### src/rtl/alu_ctrl_pkg.sv
// Shared types and opcode constants for the shift/logic issue controller.
package alu_ctrl_pkg;

  localparam logic [3:0] OP_SLL = 4'h1;
  localparam logic [3:0] OP_SRL = 4'h5;
  localparam logic [3:0] OP_SRA = 4'hD;
  localparam logic [3:0] OP_XOR = 4'h4;
  localparam logic [3:0] OP_OR  = 4'h6;
  localparam logic [3:0] OP_AND = 4'h7;

  // Requester id field is sized for the largest supported NREQ (8).
  localparam int SRC_W = 3;

  typedef struct packed {
    logic [3:0]  op;
    logic [4:0]  rd;
    logic [31:0] rs1;
    logic [31:0] rs2;
  } ex_req_t;

  typedef struct packed {
    logic [4:0]       rd;
    logic [31:0]      data;
    logic [SRC_W-1:0] src;
  } wb_entry_t;

endpackage

### src/rtl/logic_shift_issue_ctrl_chk.sv
// Protocol checks for the issue controller.
module logic_shift_issue_ctrl_chk #(
  parameter int NREQ = 4
) (
  input logic            clk,
  input logic            rst,
  input logic            ex_valid_out_i,
  input logic            inflight_i,
  input logic [NREQ-1:0] req_ready_i
);

  // A unit result must correspond to an issue from the previous cycle.
  a_result_has_issue: assert property (@(posedge clk) disable iff (rst)
    ex_valid_out_i |-> inflight_i);

  // At most one requester is accepted per cycle.
  a_grant_onehot: assert property (@(posedge clk) disable iff (rst)
    $onehot0(req_ready_i));

endmodule

### src/rtl/logic_shift_issue_ctrl_rr_arbiter.sv
// Round-robin arbiter: first requester at or after the rotating pointer wins;
// the pointer moves just past the winner when the grant is taken.
module rr_arbiter #(
  parameter int N = 4
) (
  input  logic         clk,
  input  logic         rst,
  input  logic [N-1:0] req,
  input  logic         advance,
  output logic [N-1:0] grant
);

  localparam int PW = (N > 1) ? $clog2(N) : 1;

  logic [PW-1:0] ptr_q;
  logic [PW-1:0] ptr_d;
  logic [PW-1:0] win_idx;
  logic [PW-1:0] idx;
  logic          found;

  // Scan requesters in priority order starting at the pointer.
  always_comb begin
    grant   = '0;
    found   = 1'b0;
    win_idx = '0;
    idx     = '0;
    for (int k = 0; k < N; k++) begin
      idx = PW'((int'(ptr_q) + k) % N);
      if (!found && req[idx]) begin
        grant[idx] = 1'b1;
        win_idx    = idx;
        found      = 1'b1;
      end else begin
        found = found;
      end
    end
  end

  // Next pointer is winner+1 wrapping at N.
  always_comb begin
    if (win_idx == PW'(N - 1)) begin
      ptr_d = '0;
    end else begin
      ptr_d = win_idx + PW'(1);
    end
  end

  // Pointer only moves on a taken grant.
  always_ff @(posedge clk or posedge rst) begin
    if (rst) begin
      ptr_q <= '0;
    end else if (advance && found) begin
      ptr_q <= ptr_d;
    end else begin
      ptr_q <= ptr_q;
    end
  end

endmodule

### src/rtl/logic_shift_issue_ctrl.sv
// Issue controller sharing one single-cycle shift/logic unit among NREQ
// requesters, with destination-register hazard tracking and a small
// result buffer feeding a valid/ready writeback port.
module logic_shift_issue_ctrl
  import alu_ctrl_pkg::*;
#(
  parameter int NREQ       = 4,
  parameter int RBUF_DEPTH = 2,
  localparam int SW        = (NREQ > 1) ? $clog2(NREQ) : 1
) (
  input  logic                   clk,
  input  logic                   rst,
  input  logic [NREQ-1:0]        req_valid_i,
  output logic [NREQ-1:0]        req_ready_o,
  input  logic [NREQ-1:0][3:0]   req_op_i,
  input  logic [NREQ-1:0][4:0]   req_rd_i,
  input  logic [NREQ-1:0][31:0]  req_rs1_i,
  input  logic [NREQ-1:0][31:0]  req_rs2_i,
  output logic                   ex_valid_o,
  output logic [3:0]             ex_op_o,
  output logic [4:0]             ex_rd_tag_o,
  output logic [31:0]            ex_rs1_o,
  output logic [31:0]            ex_rs2_o,
  input  logic                   ex_valid_out_i,
  input  logic [4:0]             ex_rd_tag_out_i,
  input  logic [31:0]            ex_result_i,
  output logic                   wb_valid_o,
  input  logic                   wb_ready_i,
  output logic [4:0]             wb_rd_o,
  output logic [31:0]            wb_data_o,
  output logic [SW-1:0]          wb_src_o,
  output logic [31:0]            busy_o,
  output logic                   idle_o
);

  localparam int AW = (RBUF_DEPTH > 1) ? $clog2(RBUF_DEPTH) : 1;
  localparam int CW = $clog2(RBUF_DEPTH + 1);

  logic [31:0]     busy_q, busy_d, set_mask_s, clr_mask_s;
  logic            inflight_q;
  logic [SW-1:0]   src_q, win_id_s;
  logic [CW-1:0]   occ_q;
  logic [AW-1:0]   rptr_q, wptr_q;
  wb_entry_t       mem_q [RBUF_DEPTH];
  wb_entry_t       head_s;
  ex_req_t         ex_req_s;
  logic [NREQ-1:0] elig_s, grant_s;
  logic            credit_s, pop_s, push_s, ex_valid_s;

  function automatic logic [AW-1:0] ptr_inc(input logic [AW-1:0] p);
    ptr_inc = (p == AW'(RBUF_DEPTH - 1)) ? '0 : p + AW'(1);
  endfunction

  assign head_s = mem_q[rptr_q];
  assign pop_s  = (occ_q != '0) && wb_ready_i;
  assign push_s = ex_valid_out_i;

  // Credit: outstanding results after this cycle's pop must leave room.
  assign credit_s = ({1'b0, occ_q} + {{CW{1'b0}}, inflight_q}) <
                    ((CW+1)'(RBUF_DEPTH) + {{CW{1'b0}}, pop_s});

  // A requester is eligible when its destination is free and credit exists.
  always_comb begin
    elig_s = '0;
    for (int i = 0; i < NREQ; i++) begin
      elig_s[i] = req_valid_i[i] && credit_s &&
                  ((req_rd_i[i] == 5'd0) || !busy_q[req_rd_i[i]]);
    end
  end

  rr_arbiter #(.N(NREQ)) u_arb (
    .clk     (clk),
    .rst     (rst),
    .req     (elig_s),
    .advance (ex_valid_s),
    .grant   (grant_s)
  );

  // One-hot AND-OR mux of the winner's fields; all zero without a grant.
  always_comb begin
    ex_req_s = '0;
    win_id_s = '0;
    for (int i = 0; i < NREQ; i++) begin
      ex_req_s.op  = ex_req_s.op  | (req_op_i[i]  & {4{grant_s[i]}});
      ex_req_s.rd  = ex_req_s.rd  | (req_rd_i[i]  & {5{grant_s[i]}});
      ex_req_s.rs1 = ex_req_s.rs1 | (req_rs1_i[i] & {32{grant_s[i]}});
      ex_req_s.rs2 = ex_req_s.rs2 | (req_rs2_i[i] & {32{grant_s[i]}});
      win_id_s     = win_id_s     | (SW'(i) & {SW{grant_s[i]}});
    end
  end

  assign ex_valid_s  = |grant_s;
  assign req_ready_o = grant_s;
  assign ex_valid_o  = ex_valid_s;
  assign ex_op_o     = ex_req_s.op;
  assign ex_rd_tag_o = ex_req_s.rd;
  assign ex_rs1_o    = ex_req_s.rs1;
  assign ex_rs2_o    = ex_req_s.rs2;

  // Busy scoreboard update; a set in the same cycle as a clear wins.
  always_comb begin
    if (ex_valid_s && (ex_req_s.rd != 5'd0)) begin
      set_mask_s = 32'd1 << ex_req_s.rd;
    end else begin
      set_mask_s = 32'd0;
    end
    if (pop_s) begin
      clr_mask_s = 32'd1 << head_s.rd;
    end else begin
      clr_mask_s = 32'd0;
    end
    busy_d = ((busy_q & ~clr_mask_s) | set_mask_s) & ~32'd1;
  end

  // Issue-side state: in-flight flag, issuing requester, busy bits.
  always_ff @(posedge clk or posedge rst) begin
    if (rst) begin
      inflight_q <= 1'b0;
      src_q      <= '0;
      busy_q     <= 32'd0;
    end else begin
      inflight_q <= ex_valid_s;
      src_q      <= win_id_s;
      busy_q     <= busy_d;
    end
  end

  // Result buffer: circular storage with read/write pointers and occupancy.
  always_ff @(posedge clk or posedge rst) begin
    if (rst) begin
      for (int i = 0; i < RBUF_DEPTH; i++) begin
        mem_q[i] <= '0;
      end
      rptr_q <= '0;
      wptr_q <= '0;
      occ_q  <= '0;
    end else begin
      if (push_s) begin
        mem_q[wptr_q] <= '{rd: ex_rd_tag_out_i, data: ex_result_i, src: SRC_W'(src_q)};
        wptr_q        <= ptr_inc(wptr_q);
      end
      if (pop_s) begin
        rptr_q <= ptr_inc(rptr_q);
      end
      case ({push_s, pop_s})
        2'b10:   occ_q <= occ_q + CW'(1);
        2'b01:   occ_q <= occ_q - CW'(1);
        default: occ_q <= occ_q;
      endcase
    end
  end

  assign wb_valid_o = (occ_q != '0);
  assign wb_rd_o    = head_s.rd;
  assign wb_data_o  = head_s.data;
  assign wb_src_o   = head_s.src[SW-1:0];
  assign busy_o     = busy_q;
  assign idle_o     = !inflight_q && (occ_q == '0) && (busy_q == 32'd0);

  logic_shift_issue_ctrl_chk #(.NREQ(NREQ)) u_chk (
    .clk            (clk),
    .rst            (rst),
    .ex_valid_out_i (ex_valid_out_i),
    .inflight_i     (inflight_q),
    .req_ready_i    (req_ready_o)
  );

endmodule

### config.mk
export PLATFORM = sky130hd
export DESIGN_NAME = logic_shift_issue_ctrl
export DESIGN_NICKNAME = d
export VERILOG_FILES = /design/src/rtl/alu_ctrl_pkg.sv /design/src/rtl/logic_shift_issue_ctrl_chk.sv /design/src/rtl/logic_shift_issue_ctrl_rr_arbiter.sv /design/src/rtl/logic_shift_issue_ctrl.sv
export SDC_FILE = /design/constraint.sdc
export NUM_CORES = 1
export LEC_CHECK = 0
export BUFFER_PORTS_ARGS = -buffer_cell sky130_fd_sc_hd__clkbuf_2
export CORE_AREA = 2 2 191 193
export CTS_BUF_LIST = sky130_fd_sc_hd__clkbuf_8 sky130_fd_sc_hd__clkbuf_16
export CTS_CLUSTER_DIAMETER = 30
export DETAILED_ROUTE_END_ITERATION = 10
export DIE_AREA = 0 0 193 195
export HOLD_SLACK_MARGIN = 0.05
export PLACE_DENSITY = 0.61
export SETUP_SLACK_MARGIN = 0.4
export SYNTH_ARGS = -nofsm -noshare
export SYNTH_HDL_FRONTEND = slang
export SYNTH_SLANG_ARGS = --single-unit
### constraint.sdc
create_clock -name clk -period 15.6 [get_ports clk]
set_input_delay 3.12 -clock clk [delete_from_list [all_inputs] [get_ports clk]]
set_output_delay 3.12 -clock clk [all_outputs]
set_load 0.005 [all_outputs]
==> flow_summary_export.csv <==
group,metric,value,unit
yosys,synth-seq-cells,118,
yosys,synth-edff-count,0,
timing,min_period,10.68,ns
drt,routed_via_density,5.266,
hold_path,hp-class,"reg2reg",
yosys,ys_types,59,
worst_setup_path,rr_startpoint,"busy_o[7]",
worst_setup_path,cp.buffers_inverters,3,
clock_network,cts_buffers,17,
worst_setup_path,crit_path_end_kind,"primary output",
worst_setup_path,path_max_fanout,48,
global_route,grt_max_degree,73,
global_route,grt-ovfl-total,0,
power,power,3.095,mW
flow_run,drv_cap,0,
timing,rsz0062_at_grt,"false",
place,dp_cells,1740,
worst_setup_path,startpoint,"req_rd_i[15]",
yosys,ys.flop_type,"dfrtp_1",
place,placed_area,11350,sq um
drt,drc_errors,0,
worst_setup_path,worst_path_largest_cell_delay,0.61,ns
cells_and_area,design_area,12030,sq um
timing,worstMarginPinSlew,0.9954,ns
yosys,synth_fp_nets,1201,
yosys,synth_area,8586,sq um
power,cellPowerDensity,257.2,nW/um^2
drt,vias,9358,
worst_setup_path,crit_chain,"clkbuf_2 > mux4_1 > nand2b_1 > a21oi_1 > o211ai_2 > or2b_1 > mux4_2 > nor4_2 > or3_2 > buf_4 > a22oi_1 > nand2_1 > clkbuf_2",
clock_network,cts-resized-gates,0,
global_route,grt_pass1_wl,54010,um
yosys,syn-instance-count,854,
timing,max_freq,0.09364,GHz
clock_network,clk_pin_slew,0.05,ns
drt,drtIter0Drc,662,
floorplan,die_w,193,um
worst_setup_path,cpLargestDelayFamily,"simple AND/OR/NAND/NOR gates",
clock_network,ctsHtreeMaxLevel,4,
timing,final.period_utilization,68.45,%
cells_and_area,final_nets,1645,
clock_network,cts_tree,"done",
timing,setup_viol,0,
drt,first_pass_iters,5,
yosys,avgSynthCellArea,10.05,sq um
floorplan,core_area,35400,sq um
floorplan,die_y,195,um
clock_network,ctsLongestPathBuffers,2,
worst_setup_path,crit_required,12.48,ns
timing,finalSetupTns,0,ns
place,dp_hpwl,29110,um
global_route,track_usage,18.77,%
yosys,yosys_warnings,0,
yosys,synthArstFlopShare,100.0,%
place,io_buffers,486,
worst_setup_path,cp_common_cell,"clkbuf_2",
clock_network,cts_root_buf,"clkbuf_16",
global_route,grt_pass1_vias,9194,
worst_setup_path,crit_type,"in2out",
drt,avgRoutedWirePerCell,20.88,um
clock_network,numClockSinks,118,
place,gp_congestion,0.9856,
yosys,yosysSeqAreaShare,34.39,%
timing,fin_skew,0.007641,ns
worst_setup_path,crit_slowest_cell,"or3_2",
clock_network,postCtsHoldBufs,0,
hold_path,worstHoldStart,"mem_q[31]",
timing,slew_viol_final,0,
floorplan,fp-row-count,69,
power,peakVddDrop,0.1341,mV
timing,hold_violations,0,
timing,slew_headroom,33.64,%
cells_and_area,drive_above_1_share,52.48,%
drt,route.antenna.remaining_nets,0,
cells_and_area,fin_cells,1777,
floorplan,initial_core_util,24.26,%
clock_network,postCtsSetupBuffers,0,
cells_and_area,areaGrowthSynthToFinish,40.15,%
power,p_leak,5.884,nW
worst_setup_path,arrival,7.56,ns
floorplan,dieArea,37640,sq um
clock_network,worstSkewPairLatency,0.41,ns
floorplan,ios,488,
worst_setup_path,cp-start-kind,"primary input",
run_status,status,"finished clean",
global_route,antenna_found_initial,9,
drt,routed_wl,37100,um
## power breakdown
group / leakage (nW) / internal (mW) / switching (mW)
Clock: 0.330 / 0.301 / 0.143
Combinational: 4.14 / 0.850 / 1.17
Sequential: 1.42 / 0.456 / 0.179
## sequential cells by signal (all words and copies together) (netlist names)
name and count:
mem_q 78, busy_o 31, occ_q 2, src_q 2, u_arb.ptr_q 2, inflight_q 1
rptr_q 1, wptr_q 1
## Yosys cell counts, drive strengths merged (4+ instances only)
| cell type | number | area [sq um] |
|---|---|---|
| a21o | 4 | 30.03 |
| a21oi | 8 | 40.04 |
| a22oi | 140 | 1061 |
| buf | 33 | 186.4 |
| clkbuf | 35 | 131.4 |
| dfrtp | 118 | 2953 |
| ha | 10 | 125.1 |
| inv | 23 | 86.34 |
| mux2 | 127 | 1434 |
| mux2i | 22 | 220.2 |
| mux4 | 17 | 405.4 |
| nand2 | 96 | 376.6 |
| nand2b | 11 | 68.82 |
| nand3 | 16 | 80.08 |
| nand4 | 4 | 25.02 |
| nor2 | 7 | 26.28 |
| nor2b | 11 | 68.82 |
| nor3b | 4 | 30.03 |
| nor4 | 15 | 118.9 |
| o2111ai | 6 | 52.55 |
| o21ai | 43 | 215.2 |
| o31a | 4 | 35.03 |
| o31ai | 43 | 322.8 |
| o41a | 4 | 45.04 |
| or2 | 5 | 31.28 |
| or3 | 9 | 56.30 |
| xnor2 | 5 | 43.79 |
## final timing paths
path / endpoint / slack (ns) / depth (start not counted)
max in group asynchronous: rptr_q / 11.46 / 3
max reg2reg: busy_o[11] / 10.92 / 12
min: mem_q[31] / 0.50 / 1
max: ex_rs2_o[1] / 4.92 / 13
min in group asynchronous: mem_q[14] / 2.80 / 2
min reg2reg: mem_q[31] / 0.50 / 1
## metal layers
metal / track usage [%] / wire (um)
met1: 24.57 / 15310
met2: 29.59 / 17020
met3: 5.320 / 3760
met4: 6.397 / 980
met5: 0 / 30
## final cells by class
| type | count | area, sq um |
|---|---|---|
| Fill cell | 3676 | 23360 |
| Multi-Input combinational cell | 645 | 5241 |
| Sequential cell | 118 | 2954 |
| Timing Repair Buffer | 493 | 2485 |
| Tap cell | 461 | 576.8 |
| Clock buffer | 21 | 480.5 |
| Clock inverter | 11 | 193.9 |
| Inverter | 23 | 88.84 |
| Antenna cell | 5 | 12.51 |
## through the flow
| stage | utilization, % | setup WS [ns] | hold slack (ns) |
|---|---|---|---|
| floorplan | - | 6.266 | 0.4613 |
| global placement | 32.05 | 5.062 | 0.4802 |
| detailed placement | 32.05 | 4.989 | 0.4878 |
| CTS | 33.96 | 4.960 | 0.5005 |
| global route | 33.99 | 4.653 | 0.5115 |
| finish | 33.99 | 4.921 | 0.4999 |
## logic make-up after synthesis
kind of cell | share of synthesized area [%]
XOR/XNOR | 0.7141
adder cells (fa/ha/maj) | 1.457
other | 0.04368
AND/OR/NAND/NOR | 10.94
buffers and inverters | 4.707
multiplexers | 23.99
flip-flops | 34.39
AO/OA/AOI/OAI | 23.75
## placed cells by master, fill, tap and decap left out, types with 3 or more instances in the layout
cell type	synthesis	layout
o31a_1	4	4
or3_1	9	5
nor4_2	4	4
bufinv_16	0	5
nand2b_1	11	11
clkbuf_8	0	4
o31ai_1	43	43
buf_4	2	7
a21o_1	4	4
a22oi_1	138	138
inv_1	21	20
mux2i_1	22	22
nand4_1	4	4
mux4_2	11	11
o41a_1	4	4
nand3_1	16	16
o21ai_0	42	42
o2111ai_1	6	6
mux4_1	6	6
nand2_1	95	95
clkbuf_2	0	486
and4_1	3	3
ha_1	10	10
clkbuf_16	0	17
xnor2_1	5	5
nor2_1	7	6
a311o_1	3	3
a2111oi_0	3	3
nor4_1	11	11
mux2_2	126	126
or3_2	0	4
nor3b_1	4	4
diode_2	0	5
dfrtp_1	118	117
nor2b_1	11	11
or2_2	5	5
a21oi_1	8	8
a221o_1	3	3
Power figures use the tool's default switching activity.
